--- src/rtl/prog_loader_if.sv ---
// Stream and memory-port bundle for prog_loader.
// The master view belongs to the loader, the slave view to the host/memory side.
interface prog_loader_if #(
    parameter int unsigned DATA_SIZE = 16,
    parameter int unsigned ADDR_SIZE = 5
);
    logic                 s_valid;
    logic [DATA_SIZE-1:0] s_data;
    logic                 s_ready;
    logic                 mem_w;
    logic                 mem_overwrite;
    logic [ADDR_SIZE-1:0] mem_addr;
    logic [DATA_SIZE-1:0] mem_wdata;
    logic [DATA_SIZE-1:0] mem_rdata;

    modport master (
        input  s_valid, s_data, mem_rdata,
        output s_ready, mem_w, mem_overwrite, mem_addr, mem_wdata
    );

    modport slave (
        output s_valid, s_data, mem_rdata,
        input  s_ready, mem_w, mem_overwrite, mem_addr, mem_wdata
    );
endinterface

--- src/rtl/prog_loader.sv ---
// Self-timed instruction-memory loader: streams words into consecutive addresses
// from a base with wrap-around, holds the CPU meanwhile, optionally verifies a checksum.
module prog_loader #(
    parameter int unsigned DATA_SIZE = 16,
    parameter int unsigned ADDR_SIZE = 5,
    parameter int unsigned RD_LAT    = 1
) (
    input  logic                 clk,
    input  logic                 rstn,
    input  logic                 start,
    input  logic [ADDR_SIZE-1:0] base_addr,
    input  logic [ADDR_SIZE:0]   word_count,
    input  logic                 verify_en,
    prog_loader_if.master        bus,
    output logic                 cpu_hold,
    output logic                 busy,
    output logic                 done,
    output logic                 error,
    output logic [DATA_SIZE-1:0] checksum
);

    typedef enum logic [1:0] {IDLE, LOAD, VERIFY, DONE} state_t;

    localparam logic [ADDR_SIZE:0]   DEPTH   = {1'b1, {ADDR_SIZE{1'b0}}};
    localparam logic [ADDR_SIZE:0]   CNT_ONE = (ADDR_SIZE+1)'(1);
    localparam logic [ADDR_SIZE-1:0] PTR_ONE = ADDR_SIZE'(1);

    state_t               state, state_nx;
    logic [ADDR_SIZE:0]   remaining, issue_left, ret_left;
    logic [ADDR_SIZE-1:0] base_q, wptr, mem_addr_q;
    logic                 verify_q, mem_w_q, done_q, error_q;
    logic [DATA_SIZE-1:0] mem_wdata_q, checksum_q, vsum;
    logic [RD_LAT-1:0]    rd_vld;
    logic                 count_zero, count_big;
    logic                 s_ready_c, handshake, rd_issue;

    assign count_zero = (word_count == '0);
    assign count_big  = (word_count > DEPTH);
    assign handshake  = s_ready_c && bus.s_valid;
    assign rd_issue   = (state == VERIFY) && (issue_left != '0);

    always_ff @(posedge clk or posedge rstn) begin
        if (rstn) state <= IDLE;
        else      state <= state_nx;
    end

    always_comb begin
        state_nx  = state;
        busy      = (state != IDLE);
        cpu_hold  = (state != IDLE);
        s_ready_c = (state == LOAD) && (remaining != '0);
        case (state)
            IDLE:    if (start) state_nx = (count_zero || count_big) ? DONE : LOAD;
            LOAD:    if (remaining == '0) state_nx = verify_q ? VERIFY : DONE;
            VERIFY:  if (ret_left == '0) state_nx = DONE;
            DONE:    state_nx = IDLE;
            default: state_nx = IDLE;
        endcase
    end

    always_ff @(posedge clk or posedge rstn) begin
        if (rstn) begin
            remaining   <= '0;
            issue_left  <= '0;
            ret_left    <= '0;
            base_q      <= '0;
            wptr        <= '0;
            mem_addr_q  <= '0;
            verify_q    <= 1'b0;
            mem_w_q     <= 1'b0;
            done_q      <= 1'b0;
            error_q     <= 1'b0;
            mem_wdata_q <= '0;
            checksum_q  <= '0;
            vsum        <= '0;
            rd_vld      <= '0;
        end else begin
            mem_w_q   <= 1'b0;
            done_q    <= (state == DONE);
            rd_vld[0] <= rd_issue;
            for (int unsigned i = 1; i < RD_LAT; i++) rd_vld[i] <= rd_vld[i-1];

            case (state)
                IDLE: begin
                    if (start) begin
                        base_q     <= base_addr;
                        wptr       <= base_addr;
                        verify_q   <= verify_en;
                        remaining  <= word_count;
                        issue_left <= word_count;
                        ret_left   <= word_count;
                        checksum_q <= '0;
                        vsum       <= '0;
                        error_q    <= count_big;
                    end
                end
                LOAD: begin
                    if (handshake) begin
                        mem_w_q     <= 1'b1;
                        mem_addr_q  <= wptr;
                        mem_wdata_q <= bus.s_data;
                        checksum_q  <= checksum_q + bus.s_data;
                        wptr        <= wptr + PTR_ONE;
                        remaining   <= remaining - CNT_ONE;
                    end
                    // Preload the first read address so VERIFY issues a read every cycle.
                    if (remaining == '0 && verify_q) mem_addr_q <= base_q;
                end
                VERIFY: begin
                    if (rd_issue) begin
                        mem_addr_q <= mem_addr_q + PTR_ONE;
                        issue_left <= issue_left - CNT_ONE;
                    end
                    if (rd_vld[RD_LAT-1]) begin
                        vsum     <= vsum + bus.mem_rdata;
                        ret_left <= ret_left - CNT_ONE;
                    end
                    if (ret_left == '0) error_q <= (vsum != checksum_q);
                end
                default: ;
            endcase
        end
    end

    assign bus.s_ready       = s_ready_c;
    assign bus.mem_w         = mem_w_q;
    assign bus.mem_overwrite = mem_w_q;
    assign bus.mem_addr      = mem_addr_q;
    assign bus.mem_wdata     = mem_wdata_q;
    assign done              = done_q;
    assign error             = error_q;
    assign checksum          = checksum_q;

endmodule

--- src/flat_wrapper.sv ---
// flat-port wrapper written by rule: the top's interface ports become plain ports
module prog_loader_flat 
#(
    parameter int unsigned DATA_SIZE = 16,
    parameter int unsigned ADDR_SIZE = 5,
    parameter int unsigned RD_LAT    = 1
)
  (clk, rstn, start, base_addr, word_count, verify_en, cpu_hold, busy, done, error, checksum, bus_s_valid, bus_s_data, bus_mem_rdata, bus_s_ready, bus_mem_w, bus_mem_overwrite, bus_mem_addr, bus_mem_wdata);
  prog_loader_if #(.DATA_SIZE(DATA_SIZE), .ADDR_SIZE(ADDR_SIZE)) bus_i ();
  input  logic clk;
  input  logic rstn;
  input  logic start;
  input  logic [ADDR_SIZE-1:0] base_addr;
  input  logic [ADDR_SIZE:0] word_count;
  input  logic verify_en;
  output logic cpu_hold;
  output logic busy;
  output logic done;
  output logic error;
  output logic [DATA_SIZE-1:0] checksum;
  input wire logic [$bits(bus_i.s_valid)-1:0] bus_s_valid;
  input wire logic [$bits(bus_i.s_data)-1:0] bus_s_data;
  input wire logic [$bits(bus_i.mem_rdata)-1:0] bus_mem_rdata;
  output wire logic [$bits(bus_i.s_ready)-1:0] bus_s_ready;
  output wire logic [$bits(bus_i.mem_w)-1:0] bus_mem_w;
  output wire logic [$bits(bus_i.mem_overwrite)-1:0] bus_mem_overwrite;
  output wire logic [$bits(bus_i.mem_addr)-1:0] bus_mem_addr;
  output wire logic [$bits(bus_i.mem_wdata)-1:0] bus_mem_wdata;
  assign bus_i.s_valid = bus_s_valid;
  assign bus_i.s_data = bus_s_data;
  assign bus_i.mem_rdata = bus_mem_rdata;
  assign bus_s_ready = bus_i.s_ready;
  assign bus_mem_w = bus_i.mem_w;
  assign bus_mem_overwrite = bus_i.mem_overwrite;
  assign bus_mem_addr = bus_i.mem_addr;
  assign bus_mem_wdata = bus_i.mem_wdata;
  prog_loader #(.DATA_SIZE(DATA_SIZE), .ADDR_SIZE(ADDR_SIZE), .RD_LAT(RD_LAT)) u_core (.clk(clk), .rstn(rstn), .start(start), .base_addr(base_addr), .word_count(word_count), .verify_en(verify_en), .bus(bus_i), .cpu_hold(cpu_hold), .busy(busy), .done(done), .error(error), .checksum(checksum));
endmodule
--- config.mk ---
export PLATFORM = sky130hd
export DESIGN_NAME = prog_loader_flat
export DESIGN_NICKNAME = d
export VERILOG_FILES = /design/src/rtl/prog_loader_if.sv /design/src/rtl/prog_loader.sv /design/src/flat_wrapper.sv
export SDC_FILE = /design/constraint.sdc
export NUM_CORES = 1
export LEC_CHECK = 0
export CAP_MARGIN = 25
export CORE_UTILIZATION = 45
export CTS_CLUSTER_DIAMETER = 50
export DETAILED_ROUTE_END_ITERATION = 10
export GPL_TIMING_DRIVEN = 0
export PLACE_DENSITY = 0.67
export SYNTH_ARGS = -nofsm -noshare
export SYNTH_HDL_FRONTEND = slang
export SYNTH_SLANG_ARGS = --single-unit
export TNS_END_PERCENT = 100
--- constraint.sdc ---
create_clock -name clk -period 2.8 [get_ports clk]
set_input_delay 0.28 -clock clk [delete_from_list [all_inputs] [get_ports clk]]
set_output_delay 0.28 -clock clk [all_outputs]
set_load 0.05 [all_outputs]
==> reports/qor.yml <==
status: "finished clean"
fin_tns_setup_ps: 0
grt_pass1_vias: 5113
die_w_um: 114
setup_viol: 0
holdCritPathClass: "input pin to async pin"
htree_levels: 3
ys_warn_count: 0
yosysUniqueCellTypes: 63
power_mw: 8.63
worst_slew_pin_slew_ps: 566
die-area_mm2: 0.0131
nNetsFinal: 847
clk_pin_slew_ps: 60
critPathMaxStageDelay_ps: 690
syn_to_final_growth_pct: 25.6
num_vias: 5091
worstSetupEndpointType: "output pin"
fin_worst_skew_ps: 6.58
cpMostUsedCell: "inv_1"
drtIter0Drc: 299
min_period_ps: 2640
num_io_pins: 92
antenna_found_initial: 0
cp_max_fo: 8
diodes: 0
synth_area_mm2: 0.00569
start_util: 0.468
drv_slew: 0
grt_overflow: 0
routed_wl_um: 15200
insertion_delay_ps: 350
rsz0062_at_grt: "false"
num_rows: 40
io_buffers: 91
ir_drop_mv: 0.766
clk_path_buf_depth: 2
maxCapViolations: 0
die_y_um: 114
first_pass_iters: 4
max-slew-margin-rel: 0.617
required_ps: 2520
clock.fmax_mhz: 379
synthesis.nets: 744
synth_async_sr_flop_share: 1.00
seq_area_frac_synth: 0.387
r2r.worst_path.cells: 10
netlist_instances: 652
antenna_left: 0
cts_root_buffer: "clkbuf_16"
synth_edf_count: 0
pwr_density_cell_mw_per_mm2: 1210
cts_tree: "yes"
finalHoldViolCount: 0
synth-seq-cells: 88
timing.final.crit_share: 0.943
cts_setup_buffers: 0
viasPerCell: 5.49
numCtsBuffers: 9
finalWorstSetupSlack_ps: 159
crit_chain: "inv_1, ha_1, clkbuf_1, inv_1, buf_4, clkdlybuf4s50_1"
wl_per_cell_um: 16.4
gp_congestion: 0.889
grt_max_degree: 59
critPathSlowestCell: "clkdlybuf4s50_1"
ys.flop_type: "dfrtp_1"
syn_area_per_cell_um2: 8.73
startpoint_type: "flop"
grt.total_usage: 0.250
dp_slack_ps: -96.2
arrival_ps: 2360
cts.sinks: 88
dpl.hpwl_um: 11300
core-area_mm2: 0.0122
drc: 0
grt_pass1_wl_um: 25100
crit_type: "flop to output pin"
leakagePower_nw: 3.30
post_route_cells_drive_above_1_share: 0.0632
## per-layer routing
layer	share of wire	vias up	global-route usage
li1	-	2507	-
met1	0.47	2413	0.321
met5	0	-	0
met2	0.46	135	0.406
met3	0.044	36	0.0609
met4	0.029	0	0.0978
## worst max-delay path, delay by kind of cell, from the launching register on
kind	cells	cell delay, ps
fa+ha+maj	1	150
flops	1	420
buf+inv	5	1450
## flip-flops by register name (all words and copies together) (netlist names)
signal                    flops
u_core.bus.mem_wdata         16
u_core.checksum              16
u_core.vsum                  16
u_core.issue_left             6
u_core.remaining              6
u_core.ret_left               6
u_core.base_q                 5
u_core.bus.mem_addr           5
u_core.wptr                   5
u_core.state                  2
u_core.bus.mem_overwrite      1
u_core.done                   1
u_core.error                  1
u_core.rd_vld                 1
u_core.verify_q               1
## power by group
group	internal, mW	leakage (nW)	total (mW)	switching [mW]
logic	1.91	2.05	4.99	3.08
clock network	0.775	0.149	1.28	0.505
registers	1.84	1.10	2.36	0.519
## synthesized netlist by cell type, drive strengths merged, types with 11 or more instances
| library cell | number | area (um^2) |
|---|---|---|
| mux2 | 13 | 146 |
| ha | 42 | 526 |
| xor2 | 24 | 210 |
| dfrtp | 88 | 2200 |
| clkbuf | 16 | 60.1 |
| o21ai | 63 | 319 |
| and3 | 11 | 68.8 |
| nor2 | 36 | 138 |
| a21o | 11 | 82.6 |
| nand2 | 107 | 402 |
| inv | 34 | 128 |
| a21oi | 47 | 235 |
| nand3 | 18 | 90.1 |
| nand2b | 11 | 68.8 |
## final cells by class
class | instances | area (um^2)
plain buffers | 25 | 121
repair buffers | 92 | 941
multi-input cells | 505 | 3240
flip-flops and latches | 88 | 2200
clock inverters | 4 | 70.1
clock buffers | 11 | 233
inverters | 34 | 130
well taps | 168 | 210
fillers | 1111 | 5010
## cells in the final DEF, fill, tap and decap left out, types with 3 or more instances in the layout
cell / count
a211oi_1: 3
a21o_1: 11
a21oi_1: 47
a22o_1: 4
a31oi_1: 10
and3_1: 11
buf_2: 4
buf_4: 4
clkbuf_1: 18
clkbuf_16: 9
clkdlybuf4s50_1: 90
dfrtp_1: 88
ha_1: 42
inv_1: 31
mux2_2: 13
mux2i_1: 3
nand2_1: 107
nand2b_1: 11
nand3_1: 18
nor2_1: 35
nor2b_1: 8
nor3_1: 9
nor4_1: 4
o211ai_1: 5
o21a_1: 4
o21ai_0: 60
o22a_1: 8
o22ai_1: 6
o31ai_1: 7
or3_1: 3
xnor2_1: 9
xor2_1: 24
## repair_timing
action | in CTS | in global routing
hold buffers | 0 | 0
hold endpoints to repair | 0 | 0
endpoints found under the setup margin | 0 | 2
resized for setup | 0 | 2
## through the flow
| step | util | hold slack, ps | cell area, um^2 | std cells |
|---|---|---|---|---|
| final | 0.588 | 292 | 7150 | 927 |
| after global routing | 0.588 | 332 | 7150 | 927 |
| after CTS | 0.588 | 311 | 7150 | 927 |
| after detailed placement | 0.563 | 463 | 6840 | 912 |
| after global placement | 0.560 | 460 | 6810 | 911 |
| after floorplan | - | 385 | 5690 | 652 |
## path summary, 6_finish.rpt
check | slack [ps] | from | endpoint
setup reg to reg | 200 | u_core.checksum[0]$_DFFE_PP0P_ | u_core.checksum[12]$_DFFE_PP0P_
hold reg to reg | 480 | u_core.bus.mem_wdata[2]$_DFFE_PP0P_ | u_core.bus.mem_wdata[2]$_DFFE_PP0P_
min in group clk | 480 | u_core.bus.mem_wdata[2]$_DFFE_PP0P_ | u_core.bus.mem_wdata[2]$_DFFE_PP0P_
max in group asynchronous | 1880 | rstn | u_core.vsum[12]$_DFFE_PP0P_
setup / recovery | 160 | u_core.state[0]$_DFFE_PP0P_ | cpu_hold
hold / removal | 290 | rstn | u_core.base_q[2]$_DFFE_PP0P_
## cells by family after synthesis
logic type                 after synthesis  share of synthesized area
adders and majority gates               44                     0.0994
DFF                                     88                      0.387
buffers and inverters                   59                     0.0437
AOI/OAI and AO/OA                      191                      0.210
muxes                                   16                     0.0310
and+or+nand+nor                        221                      0.178
xor gates and xnor gates                33                     0.0508
(Power assumes the default switching activity.)
